**src/rtl/cordic_acc_pkg.sv**
```systemverilog
// Shared definitions for cordic_acc_slave: register offsets, STATUS layout
// and the tag carried alongside each sample through the square pipeline.
package cordic_acc_pkg;

  localparam logic [1:0] RegData   = 2'd0;
  localparam logic [1:0] RegResult = 2'd1;
  localparam logic [1:0] RegStatus = 2'd2;
  localparam logic [1:0] RegRsvd   = 2'd3;

  localparam int unsigned StatusBusyBit = 0;
  localparam int unsigned StatusPendLsb = 1;
  localparam int unsigned StatusPendW   = 7;
  localparam int unsigned StatusCntLsb  = 8;
  localparam int unsigned StatusCntW    = 16;
  localparam int unsigned StatusOvfBit  = 24;

  // Wide enough for the largest supported channel count (16).
  localparam int unsigned MaxChW = 4;

  typedef struct packed {
    logic              valid;
    logic [MaxChW-1:0] ch;
  } pipe_tag_t;

endpackage

```
**src/rtl/cordic_acc_slave_square_pipe.sv**
```systemverilog
// square_pipe: computes (x*x) >>> FRAC_W and delays it LAT cycles together
// with its valid/channel tag.
module square_pipe
  import cordic_acc_pkg::*;
#(
  parameter int unsigned DATA_W = 32,
  parameter int unsigned FRAC_W = 16,
  parameter int unsigned LAT    = 6
) (
  input  logic              clk,
  input  logic              reset_n,
  input  pipe_tag_t         in_tag,
  input  logic [DATA_W-1:0] in_data,
  output pipe_tag_t         out_tag,
  output logic [DATA_W-1:0] out_term
);

  logic signed [2*DATA_W-1:0] x_ext;
  logic signed [2*DATA_W-1:0] prod;
  logic [DATA_W-1:0]          term;

  pipe_tag_t         tag_q  [LAT];
  logic [DATA_W-1:0] term_q [LAT];

  assign x_ext = {{DATA_W{in_data[DATA_W-1]}}, in_data};
  assign prod  = x_ext * x_ext;
  assign term  = DATA_W'(prod >>> FRAC_W);

  always_ff @(posedge clk) begin
    if (!reset_n) begin
      for (int i = 0; i < int'(LAT); i++) begin
        tag_q[i]  <= '0;
        term_q[i] <= '0;
      end
    end else begin
      tag_q[0]  <= in_tag;
      term_q[0] <= term;
      for (int i = 1; i < int'(LAT); i++) begin
        tag_q[i]  <= tag_q[i-1];
        term_q[i] <= term_q[i-1];
      end
    end
  end

  assign out_tag  = tag_q[LAT-1];
  assign out_term = term_q[LAT-1];

endmodule

```
**src/rtl/cordic_acc_slave.sv**
```systemverilog
// Multi-channel sum-of-squares accumulator behind an Avalon-MM slave.
// Define CORDIC_ACC_SATURATE_EN for saturating accumulation with sticky OVF.
module cordic_acc_slave
  import cordic_acc_pkg::*;
#(
  parameter int unsigned NUM_CH   = 4,
  parameter int unsigned DATA_W   = 32,
  parameter int unsigned FRAC_W   = 16,
  parameter int unsigned TERM_LAT = 6,
  localparam int unsigned ADDR_W  = $clog2(NUM_CH) + 2
) (
  input  logic              clk,
  input  logic              reset_n,
  input  logic              read,
  input  logic              write,
  input  logic [ADDR_W-1:0] address,
  input  logic [DATA_W-1:0] writedata,
  output logic [DATA_W-1:0] readdata,
  output logic              readdatavalid
);

  localparam int unsigned PendW = $clog2(TERM_LAT + 2);

  logic [MaxChW-1:0] addr_ch;
  logic [1:0]        addr_reg;
  logic              ch_ok, inject, clear_any;
  pipe_tag_t         in_tag, out_tag;
  logic [DATA_W-1:0] out_term;

  logic [DATA_W-1:0] acc_q  [NUM_CH];
  logic [DATA_W-1:0] acc_d  [NUM_CH];
  logic [15:0]       cnt_q  [NUM_CH];
  logic [15:0]       cnt_d  [NUM_CH];
  logic [PendW-1:0]  pend_q [NUM_CH];
  logic [PendW-1:0]  pend_d [NUM_CH];
`ifdef CORDIC_ACC_SATURATE_EN
  logic [NUM_CH-1:0] ovf_q, ovf_d;
`endif
  logic [NUM_CH-1:0] clr_vec, inj_vec, emg_vec;
  logic [DATA_W-1:0] rd_sel, readdata_q;
  logic [31:0]       status;
  logic              readdatavalid_q;

  assign addr_ch   = MaxChW'(address >> 2);
  assign addr_reg  = address[1:0];
  assign ch_ok     = 32'(addr_ch) < NUM_CH;
  assign inject    = write && ch_ok && (addr_reg == RegData);
  assign clear_any = write && ch_ok && (addr_reg == RegResult);
  assign in_tag    = '{valid: inject, ch: addr_ch};

  square_pipe #(
    .DATA_W (DATA_W),
    .FRAC_W (FRAC_W),
    .LAT    (TERM_LAT)
  ) u_square_pipe (
    .clk      (clk),
    .reset_n  (reset_n),
    .in_tag   (in_tag),
    .in_data  (writedata),
    .out_tag  (out_tag),
    .out_term (out_term)
  );

  always_comb begin
    clr_vec = '0;
    inj_vec = '0;
    emg_vec = '0;
    for (int c = 0; c < int'(NUM_CH); c++) begin
      clr_vec[c] = clear_any && (addr_ch == MaxChW'(c));
      inj_vec[c] = inject && (addr_ch == MaxChW'(c));
      emg_vec[c] = out_tag.valid && (out_tag.ch == MaxChW'(c));
    end
  end

  // Clear is applied before the emerging term, so a coincident term survives.
  always_comb begin
    logic [DATA_W-1:0] base;
    logic [DATA_W-1:0] sum;
    logic [15:0]       cnt_base;
    base     = '0;
    sum      = '0;
    cnt_base = '0;
`ifdef CORDIC_ACC_SATURATE_EN
    ovf_d    = '0;
`endif
    for (int c = 0; c < int'(NUM_CH); c++) begin
      base     = clr_vec[c] ? '0 : acc_q[c];
      cnt_base = clr_vec[c] ? '0 : cnt_q[c];
      sum      = base + out_term;
      acc_d[c] = base;
      cnt_d[c] = cnt_base;
`ifdef CORDIC_ACC_SATURATE_EN
      ovf_d[c] = !clr_vec[c] && ovf_q[c];
`endif
      if (emg_vec[c]) begin
`ifdef CORDIC_ACC_SATURATE_EN
        if ((base[DATA_W-1] == out_term[DATA_W-1]) && (sum[DATA_W-1] != base[DATA_W-1])) begin
          acc_d[c] = base[DATA_W-1] ? {1'b1, {(DATA_W-1){1'b0}}} : {1'b0, {(DATA_W-1){1'b1}}};
          ovf_d[c] = 1'b1;
        end else begin
          acc_d[c] = sum;
        end
`else
        acc_d[c] = sum;
`endif
        cnt_d[c] = cnt_base + 16'd1;
      end
      pend_d[c] = pend_q[c] + PendW'(inj_vec[c]) - PendW'(emg_vec[c]);
    end
  end

  always_comb begin
    rd_sel = '0;
    status = '0;
    for (int c = 0; c < int'(NUM_CH); c++) begin
      if (addr_ch == MaxChW'(c)) begin
        status[StatusBusyBit]                = pend_q[c] != '0;
        status[StatusPendLsb +: StatusPendW] = StatusPendW'(pend_q[c]);
        status[StatusCntLsb +: StatusCntW]   = cnt_q[c];
`ifdef CORDIC_ACC_SATURATE_EN
        status[StatusOvfBit]                 = ovf_q[c];
`endif
        case (addr_reg)
          RegResult: rd_sel = acc_q[c];
          RegStatus: rd_sel = DATA_W'(status);
          default:   rd_sel = '0;
        endcase
      end
    end
  end

  always_ff @(posedge clk) begin
    if (!reset_n) begin
      for (int c = 0; c < int'(NUM_CH); c++) begin
        acc_q[c]  <= '0;
        cnt_q[c]  <= '0;
        pend_q[c] <= '0;
      end
`ifdef CORDIC_ACC_SATURATE_EN
      ovf_q <= '0;
`endif
      readdata_q      <= '0;
      readdatavalid_q <= 1'b0;
    end else begin
      for (int c = 0; c < int'(NUM_CH); c++) begin
        acc_q[c]  <= acc_d[c];
        cnt_q[c]  <= cnt_d[c];
        pend_q[c] <= pend_d[c];
      end
`ifdef CORDIC_ACC_SATURATE_EN
      ovf_q <= ovf_d;
`endif
      readdata_q      <= read ? rd_sel : '0;
      readdatavalid_q <= read;
    end
  end

  assign readdata      = readdata_q;
  assign readdatavalid = readdatavalid_q;

endmodule

```
**config.mk**
```make
export PLATFORM = sky130hd
export DESIGN_NAME = cordic_acc_slave
export DESIGN_NICKNAME = d
export VERILOG_FILES = /design/src/rtl/cordic_acc_pkg.sv /design/src/rtl/cordic_acc_slave_square_pipe.sv /design/src/rtl/cordic_acc_slave.sv
export SDC_FILE = /design/constraint.sdc
export NUM_CORES = 2
export LEC_CHECK = 0
export BUFFER_PORTS_ARGS = -buffer_cell sky130_fd_sc_hd__buf_2
export CAP_MARGIN = 10
export CORE_ASPECT_RATIO = 0.5
export CORE_MARGIN = 5
export CORE_UTILIZATION = 30
export CTS_BUF_LIST = sky130_fd_sc_hd__clkbuf_4
export DETAILED_ROUTE_END_ITERATION = 10
export SLEW_MARGIN = 20
export SYNTH_ARGS = -nofsm -noshare
export SYNTH_HDL_FRONTEND = slang
export SYNTH_HIERARCHICAL = 1
export SYNTH_SLANG_ARGS = --single-unit
```
**constraint.sdc**
```tcl
create_clock -name clk -period 10.57 [get_ports clk]
set_input_delay 1.5855 -clock clk [delete_from_list [all_inputs] [get_ports clk]]
set_output_delay 1.5855 -clock clk [all_outputs]
set_load 0.03 [all_outputs]
```
Word level (Yosys, flattened, before mapping)
Memories as Yosys holds them, arrays and structs flattened.
Cells that the tools add are included.
Widths: inputs -> output; s select.
- equal/unequal tests: 8
- multipliers: 1
- div/mod/pow operators: 0
- shift-type cells: 0
- magnitude comparators: 1
- muxes and demuxes: 50
- bitwise logic cells: 24
- reduce and logical (&&, ||, !) cells: 23
- $add $sub $neg: 16
- operator list (cell ; number):
    $mux 32 ; 22
    $pmux 32 s2 ; 4
    $mux 16 ; 12
    $add 32x32->32 ; 4
    $add 16x1->16 const B ; 4
    $mul 32x32->48 ; 1
    $mux 5 ; 6
    $or 1x1->1 ; 24
    $logic_and 1x1->1 ; 15
    $add 3x1->3 ; 4
    $mux 3 ; 4
    $reduce_bool 3->1 ; 4
    $sub 3x1->3 ; 4
    $eq 4x2->1 const B ; 2
    $logic_not 4->1 ; 2
    $eq 2x2->1 const B ; 3
    $eq 2x1->1 const B ; 2
    $eq 4x1->1 const B ; 1
    $lt 2x3->1 const B ; 1
    $logic_not 2->1 ; 1
    $mux 1 ; 2
    $reduce_and 2->1 ; 1
- word-level logic and storage cells: 130
- latch bits: 0
- memory bits (read-only): 0
- memories: 5
- bits in writable memories: 426
- register bits after elaboration: 33
- memories (name ; words ; width ; rd ports ; clocked after memory_dff ; wr ports ; RTL line ; text):
    u_square_pipe.term_q ; 6 ; 32 ; 6 ; 0 ; 6 ; cordic_acc_slave_square_pipe.sv:23 ; logic [DATA_W-1:0] term_q [LAT];
    acc_q ; 4 ; 32 ; 4 ; 0 ; 4 ; cordic_acc_slave.sv:30 ; logic [DATA_W-1:0] acc_q [NUM_CH];
    cnt_q ; 4 ; 16 ; 4 ; 0 ; 4 ; cordic_acc_slave.sv:32 ; logic [15:0] cnt_q [NUM_CH];
    u_square_pipe.tag_q ; 6 ; 5 ; 6 ; 0 ; 6 ; cordic_acc_slave_square_pipe.sv:22 ; pipe_tag_t tag_q [LAT];
    pend_q ; 4 ; 3 ; 4 ; 0 ; 4 ; cordic_acc_slave.sv:34 ; logic [PendW-1:0] pend_q [NUM_CH];

Depth between registers and ports, before layout
- word-level depth: 8
- gate-level depth with buffers: 31
- mapped depth without buffers: 28

Hierarchy
Netlist, hierarchy kept.
- by module, submodules not included (module ; cells each ; area each (um^2) ; seq. area each (um^2) ; times used):
    square_pipe ; 3160 ; 31511.5 ; 4444.3 ; 1
    cordic_acc_slave ; 2123 ; 16766.1 ; 4744.6 ; 1

Worst setup path after synthesis
Ideal clock, no wire load.
- path type: input-to-reg
- start point: input port writedata[7]
- end point: memory u_square_pipe.term_q[0][31]
- arrival: 8.122 ns
- setup time: 0.123 ns
- stages on the path: 26
- setup slack: 2.325 ns
- path buffers: 2
- cells stage by stage: clkbuf_1 -> clkbuf_1 -> nand2_1 -> fa_1 -> inv_1 -> fa_1 -> fa_1 -> inv_1 -> fa_1 -> inv_1 -> fa_1 -> fa_1 -> fa_1 -> inv_1 -> fa_1 -> inv_1 -> ha_1 -> and3_1 -> and2_1 -> and4_1 -> o2111ai_2 -> and3_4 -> a211oi_2 -> o21a_2 -> o21ai_0 -> nor3b_2
- RTL lines (element ; RTL line ; text):
    from (decl) ; cordic_acc_slave.sv:17 ; input logic [DATA_W-1:0] writedata,
    to (decl) ; cordic_acc_slave_square_pipe.sv:23 ;

==> flow_summary.toml <==
[global_routing]
antenna_found_initial = 6
grt_usage_pct = 15.2
grt_max_degree = 93
grt_pass1_wl_um = 203000
first_global_vias = 36269
grt-ovfl-total = 0

[synthesis]
yosys.area.top_type = "fa_1"
syn_area_sq_um = 48300
ys_seq_area_share_pct = 19.0
synth_cell_types = 92
async_reset_ff_share_pct = 0
yosysMostFrequentCell = "inv_1"
yosys-top-cells-area = "fa_1 (32%), dfxtp_1 (19%), ha_1 (8.0%)"
avgSynthCellArea_sq_um = 9.14
synth_top_area_share_pct = 32.4
postSynthCellCount = 5283
synthTopCellsByCount = "inv_1 (937), fa_1 (781), nand2_1 (542)"
synth-main-ff-cell = "dfxtp_1"
yosys_warnings = 6
ys_seq_elements = 459
synth_edf_count = 0

[finish]
area_growth_pct = 8.27
layout.nets = 6408
fillers = 16777
drive_gt1_share_pct = 6.97

[die]
core-area_sq_um = 160000
rows = 104
die_h_um = 294
initial_utilization_pct = 30.1
die-area_sq_um = 170000
die_w_um = 577
io_pins = 73

[routing]
drc = 0
drt-total-wl_um = 127000
routedWlPerCell_um = 16.8
final_antenna_net_count = 0
drt_pass1_iterations = 5
vias = 34444
drt-initial-drc-count = 2111
via_per_inst = 4.56

[sta]
skew_ns = 0.0680
drv_slew = 0
setup_viol = 0
worst_pin_slew_ns = 1.05
finalCriticalPeriod_ns = 8.47
slew_headroom_pct = 30.0
period_share_pct = 80.1
final_hold_viol_count = 0
fin_tns_setup_ns = 0
fmaxAchievable_mhz = 118
grt_setup_unrepaired = "false"

[worst_setup_path]
endpoint_kind = "flop"
path_buf_inv = 4
timing.rr.start = "u_square_pipe/term_q[0][161]"
crit_chain = "buf_2 > inv_1 > nor2_1 > fa_1 > fa_1 > inv_1 > fa_1 > inv_1 > fa_1 > fa_1 > fa_1 > fa_1 > fa_1 > ha_1 > a21oi_2 > nand2_1 > a31o_2 > o21ai_0 > and3_4 > a211oi_2 > o21a_2 > nor3_1 > nor3b_2"
path_common_cell = "fa_1"
crit_path_start = "writedata[14]"
criticalPathCategory = "in2reg"
cp_max_fo = 29
cp_slowest_stage_delay_ns = 0.57
slowest_stage = "fa_1"
crit_arrival_ns = 9.28
crit_family = "adder cells"
start_kind = "input port"
required_ns = 11.38

[cts]
cts_made_buffers = 132
ctsResizeCount = 0
insertion_delay_ns = 0.98
numClockSinks = 459
cts_setup_buffers = 0
cts-root-buf = "clkbuf_4"
ctsHoldBuffers = 0
htree_levels = 4
tritoncts = "built"
path_clk_slew_ns = 0.06
cts_buffer_depth = 3

[outcome]
status = "finished, final reports clean"

[place]
dp_hpwl_um = 97700
port_buffers = 72
place_congestion = 0.914

[min_path]
worst_hold_startpoint = "u_square_pipe/tag_q[0][21]"
min_path_type = "reg2reg"

[flow_run]
drv_cap = 0
==> per-layer routing <==
| layer | part of all wire, % | vias up | track usage (%) | wire length [um] |
|---|---|---|---|---|
| met5 | 0.015 | - | 0 | 19 |
| met2 | 44 | 899 | 23.7 | 55800 |
| met4 | 1.8 | 4 | 3.86 | 2310 |
| met3 | 7.4 | 136 | 3.57 | 9410 |
| met1 | 47 | 16846 | 21.1 | 59300 |
| li1 | - | 16559 | - | - |
==> worst paths after layout <==
check | depth (start not counted) | slack (ns) | to
worst max-delay path | 23 | 2.10 | u_square_pipe/term_q[0][31]
worst min-delay path | 1 | 0.40 | u_square_pipe/tag_q[0][26]
worst max register to register | 10 | 6.85 | acc_q[0][31]
worst min register to register | 1 | 0.40 | u_square_pipe/tag_q[0][26]
==> cell type report <==
| type | instances | area [sq um] | area share [%] |
|---|---|---|---|
| Antenna cell | 10 | 25.0 | 0.0479 |
| Clock buffer | 185 | 1390 | 2.66 |
| Clock inverter | 33 | 258 | 0.493 |
| Inverter | 943 | 3540 | 6.77 |
| Multi-Input combinational cell | 3635 | 34500 | 66.0 |
| Sequential cell | 459 | 9190 | 17.6 |
| Tap cell | 2173 | 2720 | 5.20 |
| Timing Repair Buffer | 109 | 647 | 1.24 |
==> per-stage QoR <==
step	util, %	setup WS, ns	std cells	hold WS [ns]	instance area, sq um
floorplan	-	2.32	5284	0.406	48300
global placement	31.5	1.25	7319	0.414	50600
detailed placement	31.5	1.15	7319	0.417	50600
CTS	32.6	2.25	7537	0.407	52200
global route	32.6	1.88	7545	0.413	52300
finish	32.6	2.10	7547	0.397	52300
==> placed cells by master (no fill, tap or decap), drive strengths merged, types with 41 or more instances in the layout <==
master  count
inv       941
fa        781
nand2     543
and2      518
dfxtp     459
ha        307
a21oi     251
nor2      233
clkbuf    185
xnor2     135
o21ai     131
buf       109
xor2      101
a21o       91
nand3      53
a221oi     43
a22oi      41
and3       41
==> state kept, by name (all words and copies together), names as in the netlist <==
signal / cells
u_square_pipe/term_q: 192
readdatavalid: 1
acc_q: 128
cnt_q: 64
u_square_pipe/tag_q: 30
readdata: 32
pend_q: 12
==> cell families after synthesis <==
| logic type | share of synthesized area (%) |
|---|---|
| simple gates | 16.3 |
| buf+inv | 9.55 |
| fa+ha+maj | 40.3 |
| compound gates | 9.70 |
| flops | 19.0 |
| xor+xnor | 4.28 |
| mux | 0.796 |
| other cells | 0.00777 |
Power is not shown: default switching activity piles up to over one toggle a cycle in this logic, so the estimate is an artifact.
